[src/rtl/frame_pkg.sv]
// -----------------------------------------------------------------------------
// frame_pkg
// Shared definitions for the serial frame transmitter, the frame-sync
// receiver and the checker:
//   - mode_e    : transmitter operating modes
//   - state_e   : transmitter FSM states
//   - SYNC_WORD_DEFAULT : default sync byte value
// -----------------------------------------------------------------------------
package frame_pkg;

    typedef enum logic [1:0] {
        MODE_NORMAL  = 2'b00,   // payload from upstream handshake
        MODE_SYNCERR = 2'b01,   // as normal, every 4th sync byte inverted
        MODE_PATTERN = 2'b10,   // payload from internal incrementing counter
        MODE_IDLE    = 2'b11    // no frames, line held low
    } mode_e;

    typedef enum logic [1:0] {
        ST_IDLE    = 2'd0,
        ST_SYNC    = 2'd1,
        ST_PAYLOAD = 2'd2
    } state_e;

    localparam logic [7:0] SYNC_WORD_DEFAULT = 8'h9B;

endpackage

[src/rtl/frame_shift8.sv]
// -----------------------------------------------------------------------------
// frame_shift8
// 8-bit parallel-load shifter, MSB first. Load has priority over shift; a
// shift moves a zero in at the LSB. The MSB is the registered serial output.
// Ports:
//   clk, rst_n : clock, synchronous active-low reset (clears the register)
//   load, din  : parallel load of din
//   shift      : shift left by one
//   msb        : current serial bit (register bit 7)
// -----------------------------------------------------------------------------
module frame_shift8 (
    input  logic       clk,
    input  logic       rst_n,
    input  logic       load,
    input  logic       shift,
    input  logic [7:0] din,
    output logic       msb
);

    logic [7:0] sh_q;
    logic [7:0] sh_d;

    always_comb begin
        // NOTE: default assignment first so every path drives sh_d and no latch is inferred.
        sh_d = sh_q;
        if (load) begin
            sh_d = din;
        end else if (shift) begin
            sh_d = {sh_q[6:0], 1'b0};
        end
    end

    // NOTE: sequential state uses non-blocking assignments so all flops update together.
    always_ff @(posedge clk) begin
        if (!rst_n) begin
            sh_q <= '0;
        end else begin
            sh_q <= sh_d;
        end
    end

    assign msb = sh_q[7];

endmodule

[src/rtl/frame_tx_gen.sv]
// -----------------------------------------------------------------------------
// frame_tx_gen
// Serial frame transmitter: one sync byte followed by FRAME_BYTES-1 payload
// bytes, MSB first, one bit per clock, frames back to back. Payload comes
// from an upstream byte handshake or an internal incrementing pattern.
// Parameters:
//   FRAME_BYTES : bytes per frame including sync (2..256)
//   SYNC_WORD   : sync byte value
// Ports:
//   Clock, Reset : clock, synchronous active-low reset
//   Mode         : 00 normal, 01 sync-error injection, 10 pattern, 11 idle
//   TxData/TxValid/TxReady : upstream payload byte handshake
//   DataOut      : serial bit stream
//   FrameStart   : high while DataOut carries bit 7 of the sync byte
//   Underrun     : high on the first bit of a zero filler byte
// All outputs are registered.
// -----------------------------------------------------------------------------
module frame_tx_gen
    import frame_pkg::*;
#(
    parameter int         FRAME_BYTES = 32,
    parameter logic [7:0] SYNC_WORD   = SYNC_WORD_DEFAULT
) (
    input  logic       Clock,
    input  logic       Reset,
    input  logic [1:0] Mode,
    input  logic [7:0] TxData,
    input  logic       TxValid,
    output logic       TxReady,
    output logic       DataOut,
    output logic       FrameStart,
    output logic       Underrun
);

    localparam logic [7:0] LAST_BYTE = 8'(FRAME_BYTES - 1);

    state_e     state_q,       state_d;
    mode_e      mode_q,        mode_d;       // mode latched at the frame boundary
    logic       arm_q,         arm_d;        // first SYNC cycle after IDLE: line still low
    logic [2:0] bit_cnt_q,     bit_cnt_d;    // bit of the current byte on DataOut (0 = MSB)
    logic [7:0] byte_cnt_q,    byte_cnt_d;   // byte of the frame on DataOut (0 = sync)
    logic [1:0] frame_cnt_q,   frame_cnt_d;
    logic [7:0] pat_cnt_q,     pat_cnt_d;
    logic       tx_ready_q,    tx_ready_d;
    logic       frame_start_q, frame_start_d;
    logic       underrun_q,    underrun_d;

    logic       boundary;
    logic       sh_load;
    logic       sh_shift;
    logic [7:0] sh_din;

    frame_shift8 u_shift (
        .clk   (Clock),
        .rst_n (Reset),
        .load  (sh_load),
        .shift (sh_shift),
        .din   (sh_din),
        .msb   (DataOut)
    );

    always_comb begin
        state_d       = state_q;
        mode_d        = mode_q;
        arm_d         = arm_q;
        bit_cnt_d     = bit_cnt_q;
        byte_cnt_d    = byte_cnt_q;
        frame_cnt_d   = frame_cnt_q;
        pat_cnt_d     = pat_cnt_q;
        frame_start_d = 1'b0;
        underrun_d    = 1'b0;
        boundary      = 1'b0;
        sh_load       = 1'b0;
        sh_shift      = 1'b0;
        sh_din        = 8'h00;

        unique case (state_q)
            ST_IDLE: begin
                // Keep the line low while idle.
                sh_load = 1'b1;
                if (mode_e'(Mode) != MODE_IDLE) begin
                    state_d = ST_SYNC;
                    arm_d   = 1'b1;
                end
            end
            ST_SYNC, ST_PAYLOAD: begin
                if (arm_q) begin
                    boundary = 1'b1;
                end else if (bit_cnt_q == 3'd7) begin
                    if (byte_cnt_q == LAST_BYTE) begin
                        boundary = 1'b1;
                    end else begin
                        // Last bit of a byte that is followed by payload: load next byte.
                        sh_load    = 1'b1;
                        state_d    = ST_PAYLOAD;
                        bit_cnt_d  = 3'd0;
                        byte_cnt_d = byte_cnt_q + 8'd1;
                        if (mode_q == MODE_PATTERN) begin
                            sh_din    = pat_cnt_q;
                            pat_cnt_d = pat_cnt_q + 8'd1;
                        end else if (TxValid && tx_ready_q) begin
                            sh_din = TxData;
                        end else begin
                            underrun_d = 1'b1;   // filler 8'h00 already on sh_din
                        end
                    end
                end else begin
                    sh_shift  = 1'b1;
                    bit_cnt_d = bit_cnt_q + 3'd1;
                end
            end
            default: begin
                state_d = ST_IDLE;
            end
        endcase

        // Frame boundary: the only place Mode is latched for a frame.
        if (boundary) begin
            arm_d      = 1'b0;
            bit_cnt_d  = 3'd0;
            byte_cnt_d = 8'd0;
            sh_load    = 1'b1;
            if (mode_e'(Mode) == MODE_IDLE) begin
                state_d = ST_IDLE;
                sh_din  = 8'h00;
            end else begin
                state_d       = ST_SYNC;
                mode_d        = mode_e'(Mode);
                frame_start_d = 1'b1;
                frame_cnt_d   = frame_cnt_q + 2'd1;
                if (mode_e'(Mode) == MODE_SYNCERR && frame_cnt_q == 2'd3) begin
                    sh_din = ~SYNC_WORD;
                end else begin
                    sh_din = SYNC_WORD;
                end
            end
        end

        // Registered ready: asserted for the cycle that will carry bit 0 of a
        // byte followed by a payload byte, only when payload comes from upstream.
        tx_ready_d = (state_d != ST_IDLE) && !arm_d && (bit_cnt_d == 3'd7) &&
                     (byte_cnt_d != LAST_BYTE) && (mode_d != MODE_PATTERN);
    end

    always_ff @(posedge Clock) begin
        if (!Reset) begin
            state_q       <= ST_IDLE;
            mode_q        <= MODE_NORMAL;
            arm_q         <= 1'b0;
            bit_cnt_q     <= 3'd0;
            byte_cnt_q    <= 8'd0;
            frame_cnt_q   <= 2'd0;
            pat_cnt_q     <= 8'd0;
            tx_ready_q    <= 1'b0;
            frame_start_q <= 1'b0;
            underrun_q    <= 1'b0;
        end else begin
            state_q       <= state_d;
            mode_q        <= mode_d;
            arm_q         <= arm_d;
            bit_cnt_q     <= bit_cnt_d;
            byte_cnt_q    <= byte_cnt_d;
            frame_cnt_q   <= frame_cnt_d;
            pat_cnt_q     <= pat_cnt_d;
            tx_ready_q    <= tx_ready_d;
            frame_start_q <= frame_start_d;
            underrun_q    <= underrun_d;
        end
    end

    assign TxReady    = tx_ready_q;
    assign FrameStart = frame_start_q;
    assign Underrun   = underrun_q;

endmodule

[config.mk]
export PLATFORM = sky130hd
export DESIGN_NAME = frame_tx_gen
export DESIGN_NICKNAME = d
export VERILOG_FILES = /design/src/rtl/frame_pkg.sv /design/src/rtl/frame_shift8.sv /design/src/rtl/frame_tx_gen.sv
export SDC_FILE = /design/constraint.sdc
export NUM_CORES = 1
export LEC_CHECK = 0
export BUFFER_PORTS_ARGS = -buffer_cell sky130_fd_sc_hd__buf_2
export CORE_MARGIN = 3
export CORE_UTILIZATION = 48
export DETAILED_ROUTE_END_ITERATION = 16
export HOLD_SLACK_MARGIN = 0.05
export PLACE_DENSITY = 0.69
export SETUP_SLACK_MARGIN = 0.3
export SLEW_MARGIN = 20
export SYNTH_ARGS = -nofsm -noshare
export SYNTH_HDL_FRONTEND = slang
export SYNTH_HIERARCHICAL = 1
export SYNTH_SLANG_ARGS = --single-unit
[constraint.sdc]
create_clock -name Clock -period 2.35 [get_ports Clock]
set_input_delay 0.1175 -clock Clock [delete_from_list [all_inputs] [get_ports Clock]]
set_output_delay 0.1175 -clock Clock [all_outputs]
set_load 0.02 [all_outputs]
== Yosys cells after proc, flatten, opt, wreduce, memory -nomap -nowiden ==
Index checks and enable logic that the tools add are counted.

* Add/subtract/negate cells: 4
* Equality and inequality tests: 12
* Multiplexer cells: 47
* Bitwise logic cells: 6
* Reductions and logical operators: 15

{| class="wikitable"
|+ Operators with widths
! cell !! count
|-
| $mux 8 || 16
|-
| $mux 1 || 17
|-
| $add 8x1->8 const B || 2
|-
| $mux 3 || 5
|-
| $mux 2 || 7
|-
| $eq 2x2->1 const B || 4
|-
| $eq 8x5->1 const B || 1
|-
| $ne 8x5->1 const B || 1
|-
| $eq 3x3->1 const B || 2
|-
| $logic_and 1x1->1 || 6
|-
| $not 1->1 || 6
|-
| $reduce_or 6->1 || 1
|-
| $reduce_and 5->1 || 1
|-
| $eq 2x1->1 const B || 2
|-
| $ne 2x2->1 const B || 2
|-
| $pmux 2 s2 || 1
|-
| $reduce_and 2->1 || 2
|-
| $reduce_bool 2->1 || 2
|-
| $add 3x1->3 const B || 1
|-
| $add 2x1->2 const B || 1
|-
| $logic_not 2->1 || 1
|-
| $pmux 1 s2 || 1
|-
| $reduce_or 2->1 || 1
|-
| $logic_not 1->1 || 1
|}

* Bits in registers: 37
* Bits of input ports: 13
* Output and inout port bits: 4
* Word-level logic and storage cells: 95

== Longest topological paths before layout ==
Gate-level depths: netlist (run 1).

* Depth after elaboration: 11
* Mapped depth: 11
* Mapped depth without buffers: 9

== By module ==
Netlist (run 1), hierarchy kept.

{| class="wikitable"
|+ Modules (own cells, without submodules)
! module !! instances !! cells an instance !! area each (µm²) !! seq. area each (µm²)
|-
| frame_tx_gen || 1 || 190 || 1714.1 || 580.6
|-
| frame_shift8 || 1 || 35 || 419.2 || 160.2
|}

== Worst setup path after synthesis (run 1) ==
No wires, ideal clock.

* Kind: register to register
* Start point: register byte_cnt_q[0]
* End point: register u_shift.sh_q[0]
* Setup time: 0.070 ns
* Data arrival time: 2.159 ns
* Required time: 2.280 ns
* Path slack: 0.121 ns
* Stages on the path, launching flop included: 10
* Path buffers: 2
* Period minus slack after synthesis: 2.229 ns
* Cell sequence: dfxtp_1 ha_1 and3_1 buf_4 a31oi_2 nand2b_4 buf_6 o21ai_0 or3b_1 a21boi_1

* Word-level cells in the longest chain between the ends: 7
* Elaborated cells on any way between the ends: 17
* Those cells by class: 1 x eq/ne; 15 x mux; 1 x reduce/logical

{| class="wikitable"
|+ Ends and longest elaborated chain
! element !! RTL line !! RTL
|-
| start, declared || frame_tx_gen.sv:41 || <nowiki>logic [7:0] byte_cnt_q, byte_cnt_d;</nowiki>
|-
| start signal, assigned || frame_tx_gen.sv:162 || <nowiki>byte_cnt_q <= byte_cnt_d;</nowiki>
|-
| $eq 8x5->1 (*) || frame_tx_gen.sv:90 || <nowiki>if (byte_cnt_q == LAST_BYTE) begin</nowiki>
|-
| $mux 1 || frame_tx_gen.sv:90 ||
|-
| $mux 1 || frame_tx_gen.sv:89 || <nowiki>end else if (bit_cnt_q == 3'd7) begin</nowiki>
|-
| $mux 1 || frame_tx_gen.sv:87 || <nowiki>if (arm_q) begin</nowiki>
|-
| $pmux 1 s2 / $mux 1 (equally long branches) || frame_tx_gen.sv:77 || <nowiki>unique case (state_q)</nowiki>
|-
| $mux 1 (*) || frame_tx_gen.sv:118 || <nowiki>if (boundary) begin</nowiki>
|-
| net sh_load || frame_tx_gen.sv:49 || <nowiki>logic sh_load;</nowiki>
|-
| $mux 8 / $reduce_bool 2->1 (equally long branches) || -- ||
|-
| end signal, assigned || frame_shift8.sv:36 || <nowiki>sh_q <= '0;</nowiki>
|-
| end signal, assigned || frame_shift8.sv:38 || <nowiki>sh_q <= sh_d;</nowiki>
|-
| end, declared || frame_shift8.sv:20 || <nowiki>logic [7:0] sh_q;</nowiki>
|}

Mark *: on every way through the listed nets, which the timed path passes. The rest lies on a longest branch.
A chain may end at the register's enable or synchronous reset.

== Final worst setup path (run 1) ==
* Start point: register state_q[1]
* End point: register tx_ready_q (netlist: TxReady)

* Word-level cells in the longest chain between the ends: 10
* Elaborated cells on any way between the ends: 27
* Those cells by class: 5 x eq/ne; 14 x mux; 8 x reduce/logical

{| class="wikitable"
|+ Ends and longest elaborated chain
! element !! RTL line !! RTL
|-
| start, declared || frame_tx_gen.sv:37 || <nowiki>state_e state_q, state_d;</nowiki>
|-
| start signal, assigned || frame_tx_gen.sv:158 || <nowiki>state_q <= state_d;</nowiki>
|-
| $mux 2 || frame_tx_gen.sv:90 ||
|-
| $mux 2 || frame_tx_gen.sv:89 ||
|-
| $mux 2 || frame_tx_gen.sv:87 ||
|-
| $pmux 2 s2 || frame_tx_gen.sv:77 ||
|-
| $mux 2 || frame_tx_gen.sv:118 ||
|-
| $reduce_bool 2->1 || frame_tx_gen.sv:141 || <nowiki>tx_ready_d = (state_d != ST_IDLE) && !arm_d && (bit_cnt_d == 3'd7) &&</nowiki>
|-
| $logic_and 1x1->1 (3 in a row) || frame_tx_gen.sv:141 ||
|-
| $logic_and 1x1->1 (*) || frame_tx_gen.sv:142 || <nowiki>(byte_cnt_d != LAST_BYTE) && (mode_d != MODE_PATTERN);</nowiki>
|-
| end signal, assigned || frame_tx_gen.sv:165 || <nowiki>tx_ready_q <= tx_ready_d;</nowiki>
|-
| end, declared || frame_tx_gen.sv:44 || <nowiki>logic tx_ready_q, tx_ready_d;</nowiki>
|}

Every way passes the cells marked *; elsewhere a longest branch is shown, timed or not.

==> results.toml, run 1 <==
[placed_design]
place_area_sq_mm = 0.00228
dp_hpwl_mm = 3.12
dpl.cell_count = 286
globalplace.congestion = 0.823
numPortBuffers = 16

[sta]
skew_ns = 0.00820
fin_crit_sh_pct = 84.5
max_slew_margin_pct = 69.6
setup_tns_ns = 0
fmaxAchievable_ghz = 0.504
tightestPinTransition_ns = 0.456
worst_hold_slack_ns = 0.199
slew_violations = 0
fin_crit_ns = 1.99
rsz0062_at_grt = "yes"
hold_viol_final = 0
setup_viol = 0

[worst_hold_path]
min_path_type = "input pin to flop"

[synth]
synthArstFlopShare_pct = 0
synth_top_area_share_pct = 34.7
netlist_area_sq_mm = 0.00213
syn_nets = 245
ys_warn_count = 6
synth.most_common_cell = "dfxtp_1"
synth_area_leaders = "dfxtp_1 (35%), mux2_4 (4.9%), ha_1 (4.1%)"
syn_avg_cell_area_sq_um = 9.48
ys_seq_area_share_pct = 34.7
synth_edf_count = 0
synth_top_area_cell = "dfxtp_1"
synth_commonest_cells = "dfxtp_1 (37), nand2_1 (19), nor2_1 (15), and2_1 (10)"
yosysUniqueCellTypes = 59
syn-instance-count = 225
ys_ff_latch = 37
ys.flop_type = "dfxtp_1"

[power_and_ir_drop]
p_per_area_mw_per_mm2 = 601
ir_drop_v = 0.000294
leakage_nw = 1.08

[finish]
drive_gt1_share_pct = 27.8
area_growth_pct = 17.4
diodes = 0
multi_input_area_sq_mm = 0.00138
final_cell_count_no_fill = 298
final_util_pct = 60.4
seq_area_sq_um = 743
fill_cells = 350
fin_nets = 267
post-route-cell-area_sq_mm = 0.00250

[status]
status = "finished clean"

[floorplanning]
dieArea_sq_mm = 0.00528
die_h_um = 72.7
rows = 23
initial_utilization_pct = 51.5
io_pins = 17
core_area_sq_mm = 0.00414
die_w_um = 72.7

[clock_network]
clk_latency_ns = 0.29
cts_buffers = 5
postCtsHoldBufs = 0
clk_pin_slew_ns = 0.08
cts_tree = "done"
htree_num_levels = 2
clkSinkCount = 37
cts-root-buf = "clkbuf_8"
cts_buffer_depth = 2

[global_routing]
gr-total-overflow = 0
grt.busiest_layer = "met2"
grt_pass1_vias = 1640
use_met2_pct = 27.1
grt_max_degree = 29
met3_usage_pct = 4.96
grt_pass1_wl_mm = 7.55
grt_use_total_pct = 18.3
antenna_found_initial = 0
grtUsageMet1_pct = 25.0

[critical_path]
critPathKind = "flop to flop"
required_ns = 2.53
crit_slowest_cell = "dfxtp_1"
arrival_ns = 2.16
end_kind = "flop"
crit_buf_inv = 2
max_stage_delay_ns = 0.36
start_kind = "flop"
crit_family = "simple AND/OR/NAND/NOR gates"
critPathMaxFanout = 9
crit_chain = "inv_1, ha_4, nand3b_4, nor4_2, buf_4, mux2i_1, o221ai_1, o211a_1"

[routing]
route.detailed.drc = 0
vias = 1732
dr.pass1.iters = 4
wl_per_cell_um = 15.4
drtAntennaViolNets = 0
via_per_inst = 5.81
totalWireLength_mm = 4.60
drt-initial-drc-count = 137

[job]
drv_cap = 0
-- flip-flops by register name, indices dropped and copies added (netlist names) --
| signal | count |
|---|---|
| u_shift/sh_q | 8 |
| frame_cnt_q | 2 |
| FrameStart | 1 |
| Underrun | 1 |
| TxReady | 1 |
| arm_q | 1 |
| pat_cnt_q | 8 |
| mode_q | 2 |
| byte_cnt_q | 8 |
| bit_cnt_q | 3 |
| state_q | 2 |
-- path summary, 6_finish.rpt --
check	start	to	slack [ns]	depth (start not counted)
max	state_q[1]	TxReady	0.36	8
min	Mode[0]	mode_q[0]	0.20	2
max reg2reg	state_q[1]	TxReady	0.36	8
min reg2reg	byte_cnt_q[4]	byte_cnt_q[4]	0.52	1
-- kinds of logic after synthesis --
| family | Yosys count | synth area share, % |
|---|---|---|
| XOR/XNOR | 12 | 4.93 |
| AND/OR/NAND/NOR | 90 | 25.7 |
| buffers and inverters | 18 | 4.46 |
| multiplexers | 12 | 7.33 |
| flip-flops | 37 | 34.7 |
| AO/OA/AOI/OAI | 49 | 18.8 |
| adder cells (fa/ha/maj) | 7 | 4.11 |
-- metrics by stage --
step | power (mW) | setup WS [ns]
global placement | 0.917 | 0.202
finish | 1.50 | 0.364
global route | 1.57 | 0.283
CTS | 1.51 | 0.320
floorplan | 0.862 | 0.311
detailed placement | 0.919 | 0.142
-- report_power, final --
group | leakage, nW | switching [mW] | internal [mW]
combinational | 0.724 | 0.124 | 0.128
sequential | 0.301 | 0.0214 | 0.654
clock | 0.0574 | 0.232 | 0.345
-- placed cells by master (no fill, tap or decap), types with 4 or more instances in the layout --
master	n
buf_2	16
mux2_4	7
ha_1	4
mux2i_1	4
inv_1	6
nand2b_1	8
nand2_1	19
a22oi_1	7
buf_4	10
clkbuf_8	6
dfxtp_1	35
xnor2_1	8
xor2_1	4
a21oi_1	5
and2_1	10
o21ai_0	6
o211a_1	8
nor3_1	4
nor2_1	15
-- what timing repair did --
| item | CTS | global route |
|---|---|---|
| setup buffers | 3 | 1 |
| setup endpoints to repair | 14 | 11 |
| gates cloned | 0 | 0 |
| endpoints found under the hold margin | 0 | 0 |
| pin swaps | 0 | 1 |
| gates resized for setup | 6 | 9 |
-- routing by layer --
metal  vias up  share of wire (%)
met1       820                 51
met3        10                3.2
met5         -                  0
met4         0                1.5
met2        38                 44
li1        864                  -
-- final cells by class --
class | instances | area share [%]
timing repair buffer | 27 | 6.99
clock buffer | 6 | 3.30
clock inverter | 2 | 1.50
multi-input combinational | 170 | 55.1
inverter | 6 | 0.899
sequential | 37 | 29.7
tap | 50 | 2.50
Note: power is estimated with default switching activity, not from simulation.
==> inputs of run 2 (changes only) <==
ABC_AREA = 1   (was unset)
clock period = 1.6 ns   (was 2.35 ns; I/O delays follow)
==> results.toml, run 2 <==
[synth]
synth_top_area_share_pct = 33.3
syn-instance-count = 312
synthArstFlopShare_pct = 0
synth.most_common_cell = "nand2_1"
synth_compound_area_share_pct = 11.5
syn_avg_cell_area_sq_um = 7.14
syn_nets = 332
ys_ff_latch = 37
synth_mux_area_share_pct = 0
synth-simple-area-share_pct = 40.4
synth_top_area_cell = "dfxtp_1"
ys_warn_count = 6
ys.flop_type = "dfxtp_1"
synth_top_family_by_area = "simple AND/OR/NAND/NOR gates"
yosysUniqueCellTypes = 38
synth_edf_count = 0
synth_commonest_cells = "nand2_1 (69), inv_1 (38), dfxtp_1 (37), nand3_1 (37), nor2_1 (31)"
ys_seq_area_share_pct = 33.3
synth_area_leaders = "dfxtp_1 (33%), nand2_1 (12%), nand3_1 (8.3%)"
synth-adder-area-share_pct = 3.93
synth_xor_area_share_pct = 0
netlist_area_sq_mm = 0.00223

[routing]
totalWireLength_mm = 5.62
via_per_inst = 5.13
drtAntennaViolNets = 0
drt-initial-drc-count = 124
dr.pass1.iters = 4
wl_per_cell_um = 13.1
route.detailed.drc = 0
vias = 2199

[finish]
final_util_pct = 68.9
top_regs = "byte_cnt_q (8), pat_cnt_q (8), u_shift/sh_q (8)"
final_cell_mix = "nand2_1 (66), buf_4 (40), inv_1 (34), dfxtp_1 (31), nand3_1 (29)"
drive_gt1_share_pct = 37.4
area_growth_pct = 36.5
multi_input_area_sq_mm = 0.00143
layout_commonest_cell = "nand2_1"
post-route-cell-area_sq_mm = 0.00304
fill_cells = 362
diodes = 0
fin_nets = 396
seq_area_sq_um = 748

[power_and_ir_drop]
p_sw_mw = 0.640
p_int_mw = 1.49
ir_drop_v = 0.000433
pwr-share-seq_pct = 45.4
leakage_nw = 1.38
p_clk_share_pct = 30.4
switching_share_pct = 30.0
p_per_area_mw_per_mm2 = 702
share_comb_of_total_power_pct = 24.2

[critical_path]
arrival_ns = 2.04
start_kind = "flop"
crit_buf_inv = 3
crit_cells = 12
critPathKind = "flop to flop"
crit_slowest_cell = "dfxtp_2"
crit_family = "simple AND/OR/NAND/NOR gates"
critPathMaxFanout = 6
required_ns = 1.85
end_kind = "flop"
max_stage_delay_ns = 0.36
r2r_cells = 12
crit_chain = "ha_4, ha_4, inv_4, a21oi_4, nand2_8, clkinv_8, nand4_1, o211ai_1, nand2_1, nand3_2, nand2_1, inv_1"
r2r_setup_slack_ns = -0.18

[status]
status = "finished, violations left"
violations = "setup timing"

[worst_hold_path]
min_path_cells = 4
min_path_type = "input pin to flop"

[clock_network]
cts_buffers = 5
cts_buffer_depth = 2
htree_num_levels = 2
postCtsHoldBufs = 0
clkSinkCount = 37
clk_latency_ns = 0.30
cts-root-buf = "clkbuf_8"
clk_pin_slew_ns = 0.08
cts_tree = "done"

[sta]
hold_viol_final = 0
skew_ns = 0.00669
worst_slack_ns = -0.185
max_slew_margin_pct = 59.9
fin_crit_ns = 1.78
slew_violations = 0
fin_crit_sh_pct = 112
rsz0062_at_grt = "yes"
tightestPinTransition_ns = 0.601
setup_viol = 27
fmaxAchievable_ghz = 0.560

[global_routing]
antenna_found_initial = 0
grt_pass1_vias = 2033
grt_use_total_pct = 21.7
grt_pass1_wl_mm = 9.14
gr-total-overflow = 0
grt_max_degree = 16

[floorplanning]
core_area_sq_mm = 0.00441
io_pins = 17
rows = 24
die_h_um = 74.1
die_w_um = 74.1
initial_utilization_pct = 50.5
dieArea_sq_mm = 0.00549

[placed_design]
globalplace.congestion = 0.886
numPortBuffers = 16
dp_hpwl_mm = 4.02
place_area_sq_mm = 0.00272

[job]
drv_cap = 0
==> run 2: cells by family (layout without fill, tap and decap cells) <==
logic type / after synthesis / in the layout
and+or+nand+nor: 171 / 171
buffers and inverters: 54 / 119
AOI/OAI and AO/OA: 43 / 43
adders and majority gates: 7 / 7
DFF: 37 / 37
==> run 2: power by group through the flow <==
stage,sequential [mW],clock (mW),combinational [mW]
after floorplan,0.990,0,0.293
after global placement,0.989,0,0.436
after detailed placement,0.990,0,0.440
after CTS,0.969,0.666,0.502
after global routing,0.971,0.709,0.562
final,0.969,0.649,0.517
==> run 2: area by class of cell <==
class / instances / share of cell area (%)
Tap cell: 52 / 2.14
Clock buffer: 5 / 2.26
Clock inverter: 3 / 0.576
Sequential cell: 37 / 24.6
Multi-Input combinational cell: 221 / 46.9
Timing Repair Buffer: 63 / 16.4
Inverter: 48 / 7.16
==> run 2: repair_timing <==
action / CTS / global route
gates resized for setup: 24 / 14
endpoints found under the hold margin: 0 / 0
pin swaps: 16 / 9
buffers inserted: 4 / 3
endpoints found under the setup margin: 37 / 37
cloned: 1 / 0
==> run 2: path summary, 6_finish.rpt <==
path,startpoint,to
hold / removal,Mode[1],mode_q[0]
setup reg to reg,bit_cnt_q[1],u_shift/sh_q[2]
hold reg to reg,u_shift/sh_q[6],u_shift/sh_q[6]
setup / recovery,bit_cnt_q[1],u_shift/sh_q[2]
==> run 2: per-layer routing <==
metal	routed length, um	vias up	GRT usage [%]
li1	-	1144	-
met1	2650	1001	28.6
met2	2640	41	34.4
met3	204	13	3.65
met4	129	0	10.7
met5	0	-	0
==> run 2: worst reg2reg max path, cell delays in order, from the launching register on <==
cell and delay [ns]:
dfxtp_2 0.36, ha_4 0.14, ha_4 0.17, inv_4 0.05
a21oi_4 0.21, nand2_8 0.10, clkinv_8 0.07, nand4_1 0.17
o211ai_1 0.19, nand2_1 0.12, nand3_2 0.07, nand2_1 0.04
inv_1 0.05
==> run 2: metrics by stage <==
step           hold slack, ns  total power, mW  setup slack (ns)  setup TNS, ns  std cells
3_5_place_dp            0.456             1.43            -0.172          -1.64        413
3_3_place_gp            0.452             1.42            -0.176          -1.24        413
6_report                0.176             2.13            -0.185          -2.34        429
4_1_cts                 0.168             2.14            -0.157          -2.03        426
5_1_grt                 0.211             2.24            -0.281          -5.04        429
2_1_floorplan           0.178             1.28           -0.0888         -0.596        312
